--- src/rtl/isqrt_iter.sv ---
// isqrt_iter: restoring digit-by-digit integer square root, one root bit per clock.
// Define ISQRT_ROUND_EN for a round-to-nearest (saturating) root; default is floor.
module isqrt_iter #(
  parameter int WIDTH = 34
) (
  input  logic               clk,
  input  logic               rst_n,
  input  logic               in_valid,
  output logic               in_ready,
  input  logic [WIDTH-1:0]   radicand,
  output logic               out_valid,
  input  logic               out_ready,
  output logic [WIDTH/2-1:0] root,
  output logic [WIDTH/2:0]   rem
);

  localparam int H  = WIDTH / 2;
  localparam int CW = $clog2(H + 1);

  if ((WIDTH % 2) != 0 || WIDTH < 4) begin : g_bad_width
    $error("isqrt_iter: WIDTH must be even and >= 4");
  end

  typedef enum logic [1:0] {
    IDLE,
    BUSY,
    DONE
  } state_t;

  state_t         state, state_d;
  logic [WIDTH-1:0] x;
  logic [H+1:0]   r;
  logic [H-1:0]   q;
  logic [CW-1:0]  cnt;
  logic [H-1:0]   root_q;
  logic [H:0]     rem_q;

  logic [H+1:0]   r_sh;
  logic [H+2:0]   t;
  logic [H+1:0]   r_nx;
  logic [H-1:0]   q_nx;
  logic [H-1:0]   root_fin;
  logic           last;

  // One restoring step: bring down two radicand bits, trial-subtract 4q+1.
  assign r_sh = {r[H-1:0], x[WIDTH-1 -: 2]};
  assign t    = {1'b0, r_sh} - {1'b0, q, 2'b01};
  assign r_nx = t[H+2] ? r_sh : t[H+1:0];
  assign q_nx = {q[H-2:0], ~t[H+2]};
  assign last = (cnt == CW'(1));

`ifdef ISQRT_ROUND_EN
  logic round_up;
  // Round up when the remainder exceeds the floor root, saturating at all-ones.
  assign round_up = (r_nx > {2'b00, q_nx}) && !(&q_nx);
  assign root_fin = round_up ? q_nx + 1'b1 : q_nx;
`else
  assign root_fin = q_nx;
`endif

  assign in_ready  = rst_n && (state == IDLE);
  assign out_valid = (state == DONE);
  assign root      = root_q;
  assign rem       = rem_q;

  // State register.
  always_ff @(posedge clk or negedge rst_n) begin
    if (!rst_n) state <= IDLE;
    else        state <= state_d;
  end

  // Next-state decode: accept, iterate H times, hold result until taken.
  always_comb begin
    state_d = state;
    unique case (state)
      IDLE:    if (in_valid)  state_d = BUSY;
      BUSY:    if (last)      state_d = DONE;
      DONE:    if (out_ready) state_d = IDLE;
      default: state_d = IDLE;
    endcase
  end

  // Datapath: load on accept, shift/iterate in BUSY, register result on last step.
  always_ff @(posedge clk or negedge rst_n) begin
    if (!rst_n) begin
      x      <= '0;
      r      <= '0;
      q      <= '0;
      cnt    <= '0;
      root_q <= '0;
      rem_q  <= '0;
    end else if (state == IDLE && in_valid) begin
      x   <= radicand;
      r   <= '0;
      q   <= '0;
      cnt <= CW'(H);
    end else if (state == BUSY) begin
      x   <= {x[WIDTH-3:0], 2'b00};
      r   <= r_nx;
      q   <= q_nx;
      cnt <= cnt - 1'b1;
      if (last) begin
        root_q <= root_fin;
        rem_q  <= r_nx[H:0];
      end
    end
  end

endmodule

--- config.mk ---
export PLATFORM = sky130hd
export DESIGN_NAME = isqrt_iter
export DESIGN_NICKNAME = d
export VERILOG_FILES = /design/src/rtl/isqrt_iter.sv
export SDC_FILE = /design/constraint.sdc
export NUM_CORES = 1
export LEC_CHECK = 0
export CAP_MARGIN = 20
export CORE_ASPECT_RATIO = 2
export CORE_MARGIN = 5
export CORE_UTILIZATION = 35
export CTS_BUF_LIST = sky130_fd_sc_hd__clkbuf_8
export DETAILED_ROUTE_END_ITERATION = 10
export DONT_BUFFER_PORTS = 1
export GPL_TIMING_DRIVEN = 0
export SYNTH_ARGS = -nofsm -noshare
export SYNTH_HDL_FRONTEND = slang
export SYNTH_SLANG_ARGS = --single-unit
export TNS_END_PERCENT = 30
--- constraint.sdc ---
create_clock -name clk -period 6.7 [get_ports clk]
set_clock_uncertainty 0.2 [all_clocks]
set_input_delay 1.34 -clock clk [delete_from_list [all_inputs] [get_ports clk]]
set_output_delay 1.34 -clock clk [all_outputs]
set_load 0.01 [all_outputs]
Word-level counts from Yosys, hierarchy flattened
Index checks and enable logic that the tools add are counted.
{ "op_classes": {"n_mux": 13, "eq_ne": 6, "div_mod_pow": 0, "magnitude_cmp": 0, "mul": 0, "n_shift": 0, "bitwise_logic": 2, "add_sub_neg": 2, "n_reduce_logical": 6} }
{ "op_table": {"columns": ["op", "n"], "rows": [
  ["two-way mux 17 bit", 4],
  ["two-way mux 34 bit", 2],
  ["subtractor 19 x 19 -> 20 bit", 1],
  ["two-way mux 18 bit", 1],
  ["two-way mux 5 bit", 2],
  ["two-way mux 2 bit", 3],
  ["one-hot mux 2 bit (3 select lines)", 1],
  ["AND reduction 3 bit", 2],
  ["equality test 5 x 1 -> 1 bit (second input constant)", 1],
  ["subtractor 5 x 1 -> 5 bit (second input constant)", 1],
  ["!= test 2 bit (second input constant)", 2],
  ["equality test 2 x 1 -> 1 bit (second input constant)", 1],
  ["equality test 2 bit (second input constant)", 1],
  ["logical AND 1 bit", 2],
  ["logical NOT 2 bit", 1],
  ["!= test 2 x 1 -> 1 bit (second input constant)", 1],
  ["inverter 1 bit", 2],
  ["nonzero test 2 bit", 1]
]} }
{ "totals": {"out_inout_bits": 37, "mem_count": 0, "reg_bits": 110, "ram_bits": 0, "in_bits": 38, "latchBits": 0, "romBits": 0, "elab_cells": 36} }

Depth between registers and ports, before layout
Gate-level depths: netlist of run 1.
{ "logic_depth": {"word_depth": 4, "depth_mapped": 11} }

Least setup slack after synthesis of run 1
OpenSTA, ideal clock, no wires.
{ "synth_path": {"kind": "input -> output", "from": "in rst_n", "to": "out in_ready", "t_required_ns": 5.160, "slack_ns": 3.674, "t_arrival_ns": 1.486, "n_path_buf": 0, "cell_stages": 1, "cell_sequence": "and2_1"} }
{ "synth_via": {"elab_chain_cells": 1} }
{ "synth_lines": {"columns": ["element", "line", "source"], "rows": [
  ["from (decl)", "7", "input logic rst_n,"],
  ["logical AND 1 bit", "61", "assign in_ready = rst_n && (state == IDLE);"],
  ["to (decl)", "9", "output logic in_ready,"]
]} }
No other way between the ends.

Worst setup path in the final report of run 1
Ends and elaborated chain as after synthesis.

==> flow_metrics.tcl, run 1 <==
set metrics [dict create \
    outcome "finished, final reports clean" \
    synth_common_cells "110 x dfrtp_1, 104 x nand2_1, 54 x o21ai_0" \
    die_area_um2 19320 \
    clock-root-buffer "clkbuf_8" \
    dieHeight_um 191.6 \
    rsz0062_at_grt "false" \
    finalMaxSlewViolations 0 \
    cts_setup_buffers 0 \
    ys_ff_latch 110 \
    critPathKind "input port to output port" \
    core_area_um2 16270 \
    cts.sinks 110 \
    critPathTopFamily "simple AND/OR/NAND/NOR gates" \
    ant_nets 0 \
    wl_mm 17.80 \
    numCtsBuffers 9 \
    clk_path_buf_depth 2 \
    hold_viol 0 \
    gp_congestion 0.9202 \
    maxCapViolations 0 \
    crit_required_ps 5160 \
    setup_viol 0 \
    start_util_pct 35.48 \
    fin_setup_tns_ps 0 \
    grt_pass1_vias 5129 \
    synth_area_per_cell_um2 9.075 \
    syn-num-nets 694 \
    cts_tree "built" \
    synthDistinctLibCells 63 \
    cp_num_buf_inv 0 \
    cp_max_fo 111 \
    grt_use_met2_pct 34.81 \
    crit_slowest_cell "and2_1" \
    grt_first_pass_wirelength_mm 27.74 \
    cellLeakagePower_nw 2.683 \
    synth.area.top_cells "dfrtp_1 48%, nand2_1 6.8%, o21ai_0 4.7%" \
    busiest_layer "met2" \
    peakVddDrop_mv 0.2050 \
    worst_pin_slew_ps 770.5 \
    startpoint_type "input port" \
    relSlewSlack_pct 48.63 \
    routed_via_density 5.797 \
    io_pins 75 \
    nFillCells 1658 \
    endpoint_kind "output port" \
    drive_above_1_share_pct 6.135 \
    synthDominantCellAreaShare_pct 47.69 \
    ys_async_sr_fraction_pct 100.0 \
    arrival_ps 1610 \
    synth-edff-count 0 \
    grt_antenna_before_repair 0 \
    seq_area_frac_synth_pct 47.69 \
    path_cells "and2_1" \
    multi_input_area_um2 2723 \
    grt_usage_pct 18.67 \
    antennaDiodeCount 0 \
    firstDrtPassIters 5 \
    die_w_um 100.8 \
    syn_to_final_growth_pct 7.565 \
    overflow 0 \
    drt_iter0_drc 288 \
    grt_max_degree 112 \
    grt_use_met3_pct 4.144 \
    period_needed_ps 3153 \
    num_vias 4962 \
    yosys_warnings 0 \
    route.detailed.drc 0 \
    total_power_mw 3.990 \
    worstHoldPathType "flip-flop to flip-flop" \
    yosys.area.top_type "dfrtp_1" \
    clkSlewWorstSetupHoldPaths_ps 120 \
    cts_resized 0 \
    met1_usage_pct 18.70 \
    syn_area_um2 5772 \
    fin_crit_sh_pct 47.06 \
    synthCells 636 \
    num_rows 66 \
    ys.flop_type "dfrtp_1" \
    final_util_pct 38.16 \
    synth.most_common_cell "dfrtp_1" \
    nets 705 \
    io_buffers 0 \
    critPathMaxStageDelay_ps 210 \
    wl_per_cell_um 20.79 \
    postCtsHoldBufs 0 \
    regArea_um2 2753 \
    htreeDepth 3 \
    max_freq_mhz 317.2 \
    powerDensity_nw_per_um2 642.6 \
    dp_hpwl_mm 13.73 \
    clk-insertion-delay-late_ps 370 \
]
[registers in the layout, summed over array words and instances, names as in the netlist]
register  flops
q            17
root         17
state         2
x            34
r            17
rem          18
cnt           5
[per-stage QoR]
| step | setup slack (ps) | hold slack (ps) | area, um2 | instances |
|---|---|---|---|---|
| after CTS | 3597 | 294.8 | 6208 | 856 |
| after floorplan | 3674 | 246.3 | 5772 | 636 |
| final | 3547 | 291.3 | 6208 | 856 |
| after detailed placement | 3603 | 267.2 | 6027 | 840 |
| after global placement | 3603 | 262.5 | 6027 | 840 |
| after global routing | 3454 | 323.0 | 6208 | 856 |
[layer usage]
layer / vias to the layer above / wire length (um)
met5: - / 0
met4: 0 / 1039
met3: 57 / 1032
met2: 196 / 9676
met1: 2407 / 6047
li1: 2302 / -
[final timing paths]
kind,slack (ps),startpoint,depth (start not counted),endpoint
min in group asynchronous,450,rst_n,0,root[14]$_DFFE_PN0P_
max in group asynchronous,5680,rst_n,0,r[5]$_DFFE_PN0P_
min,290,x[7]$_DFFE_PN0P_,2,x[7]$_DFFE_PN0P_
min reg2reg,290,x[7]$_DFFE_PN0P_,2,x[7]$_DFFE_PN0P_
max,3550,rst_n,1,in_ready
max reg2reg,3550,r[10]$_DFFE_PN0P_,7,rem[2]$_DFFE_PN0P_
[cells by family after synthesis]
| family | after synthesis | share of synthesized area [%] |
|---|---|---|
| flip-flops | 110 | 47.69 |
| multiplexers | 1 | 0.1951 |
| XOR/XNOR | 12 | 1.821 |
| AND/OR/NAND/NOR | 229 | 18.56 |
| buffers and inverters | 71 | 5.138 |
| adder cells (fa/ha/maj) | 20 | 4.336 |
| AO/OA/AOI/OAI | 193 | 22.26 |
[cell type report]
type	count	share of cell area [%]
clock inverters	7	0.9270
multi-input cells	455	43.85
flip-flops and latches	110	44.34
clock buffers	9	1.995
plain buffers	45	3.204
well taps	204	4.111
inverters	26	1.572
[placed cells by master, fill, tap and decap left out, types with 3 or more instances in the layout]
cell type / instances
clkbuf_8: 9
o211ai_1: 6
dfrtp_1: 110
nor3_1: 11
nand2b_1: 6
o31ai_1: 14
a21o_1: 6
nand3_1: 49
xnor2_1: 8
and2_1: 7
o21ai_0: 54
or4_1: 3
inv_1: 27
a22oi_1: 30
xor2_1: 4
clkbuf_1: 30
a21oi_2: 3
a21oi_1: 31
buf_2: 6
nor2_1: 19
buf_1: 5
ha_1: 20
o21ai_1: 4
a31oi_1: 13
and3_1: 9
nand2_1: 104
a41oi_1: 7
nand4_1: 7
[where the power goes]
part | internal [mW] | switching, mW | total [mW] | leakage [nW]
clock network | 0.141 | 0.245 | 0.386 | 0.0935
logic | 0.832 | 1.52 | 2.35 | 1.20
registers | 0.974 | 0.281 | 1.26 | 1.38
Power figures use the tool's default switching activity.
==> run 2, diff against run 1 <==
Clock period 6.7 ns to 3 ns, I/O delays scaled along.
==> run 2 against run 1 <==
Effect of this change: the flow now finishes with violations (negative hold slack); setup slack worse by 3400 ps; via count is 0.64% lower; sequential share of layout area barely moved; power grew 120%; critical endpoint is now r[14]$_DFFE_PN0P_; worst hold slack got worse by 590 ps.
==> flow_metrics.tcl, run 2 (synthesis gave the netlist of run 1 again) <==
set metrics [dict create \
    period_needed_ps 2889 \
    top_register "x" \
    critPathMaxStageDelay_ps 490 \
    critPathTopFamily "compound AO/OA/AOI/OAI gates" \
    wl_mm 17.83 \
    antennaDiodeCount 0 \
    grt_pass1_vias 5129 \
    routed_via_density 5.759 \
    total_power_mw 8.938 \
    fin_crit_sh_pct 96.31 \
    final_common_cell "dfrtp_1" \
    io_buffers 0 \
    start_util_pct 35.48 \
    num_vias 4930 \
    whs_ps -297.1 \
    finalWorstSetupSlack_ps 110.6 \
    violations "negative hold slack" \
    cts_setup_buffers 0 \
    clock-root-buffer "clkbuf_8" \
    final_cell_mix "110 x dfrtp_1, 104 x nand2_1, 54 x o21ai_0, 49 x nand3_1" \
    clkSlewWorstSetupHoldPaths_ps 110 \
    grt_usage_pct 18.67 \
    peakVddDrop_mv 0.4585 \
    nets 705 \
    startpoint_type "flip-flop" \
    clk_path_buf_depth 2 \
    setup_viol 0 \
    die_area_um2 19320 \
    route.detailed.drc 0 \
    num_rows 66 \
    die_w_um 100.8 \
    arrival_ps 2930 \
    busiest_layer "met2" \
    cp_max_fo 10 \
    cp_num_buf_inv 2 \
    grt_max_degree 112 \
    cts.sinks 110 \
    largest_reg_flops 34 \
    worstHoldPathType "input port to async pin" \
    relSlewSlack_pct 49.49 \
    overflow 0 \
    place_area_um2 6027 \
    critPathKind "flip-flop to flip-flop" \
    cellLeakagePower_nw 2.689 \
    crit_slowest_cell "dfrtp_1" \
    powerDensity_nw_per_um2 1438 \
    ant_nets 0 \
    wl_per_cell_um 20.82 \
    dieHeight_um 191.6 \
    grt_use_met2_pct 34.81 \
    grt_use_met3_pct 4.144 \
    drt_iter0_drc 290 \
    numCtsBuffers 9 \
    io_pins 75 \
    hold_viol 110 \
    firstDrtPassIters 5 \
    clk-insertion-delay-late_ps 380 \
    drive_above_1_share_pct 6.595 \
    core_area_um2 16270 \
    met1_usage_pct 18.70 \
    max_freq_mhz 346.1 \
    outcome "finished with violations" \
    grt_first_pass_wirelength_mm 27.74 \
    path_cells "ha_1 -> a21oi_2 -> o21ai_2 -> a21o_1 -> buf_4 -> clkbuf_1 -> o211ai_1 -> a21oi_1" \
    crit_required_ps 3040 \
    design_area_um2 6215 \
    maxCapViolations 0 \
    worst_pin_slew_ps 757.6 \
    pre_cts_ws_ps -91.91 \
    cts_tree "built" \
    gp_congestion 0.9202 \
    endpoint_kind "flip-flop" \
    rsz0062_at_grt "true" \
    grt_antenna_before_repair 0 \
    htreeDepth 3 \
    finalMaxSlewViolations 0 \
    syn_to_final_growth_pct 7.674 \
    dp_hpwl_mm 13.73 \
]
[run 2: area by class of cell]
class / instances / area, um2
clock buffers: 9 / 123.9
multi-input cells: 455 / 2726
flip-flops and latches: 110 / 2753
inverters: 26 / 97.59
well taps: 204 / 255.2
fillers: 1659 / 10050
plain buffers: 45 / 201.4
clock inverters: 7 / 57.56
[run 2: final timing paths]
kind                              startpoint                    to  slack [ps]  depth (start not counted)
setup reg to reg           r[10]$_DFFE_PN0P_     r[14]$_DFFE_PN0P_         110                          8
hold / removal                         rst_n  root[14]$_DFFE_PN0P_        -300                          0
min in group clk                   out_ready  state[1]$_DFFE_PN0P_         110                          1
setup / recovery           r[10]$_DFFE_PN0P_     r[14]$_DFFE_PN0P_         110                          8
hold reg to reg             x[7]$_DFFE_PN0P_      x[7]$_DFFE_PN0P_         290                          2
max in group asynchronous              rst_n      r[5]$_DFFE_PN0P_        2730                          0
[run 2: power breakdown]
part	total, mW	switching, mW	internal, mW
clock	0.867	0.552	0.315
combinational	5.26	3.39	1.87
sequential	2.81	0.631	2.18
total	8.94	4.58	4.36
[run 2: metrics by stage]
| stage | hold slack [ps] | setup TNS, ps | util [%] | cells |
|---|---|---|---|---|
| floorplan | 104.4 | 0 | - | 636 |
| global placement | 109.6 | -259.3 | 37.05 | 840 |
| detailed placement | 110.1 | -366.9 | 37.05 | 840 |
| CTS | -310.6 | 0 | 38.17 | 856 |
| global route | -319.4 | -6.072 | 38.20 | 856 |
| finish | -297.1 | 0 | 38.20 | 856 |
[run 2: what timing repair did]
action,4_1_cts,5_1_grt
resized for setup,1,3
endpoints found under the setup margin,9,12
pin swaps,0,0
hold endpoints to repair,110,110
[run 2: per-layer routing]
layer,vias to the layer above,share of wire (%)
met5,-,0
met4,0,5.4
met3,47,5.7
met2,192,55
met1,2393,34
li1,2298,-
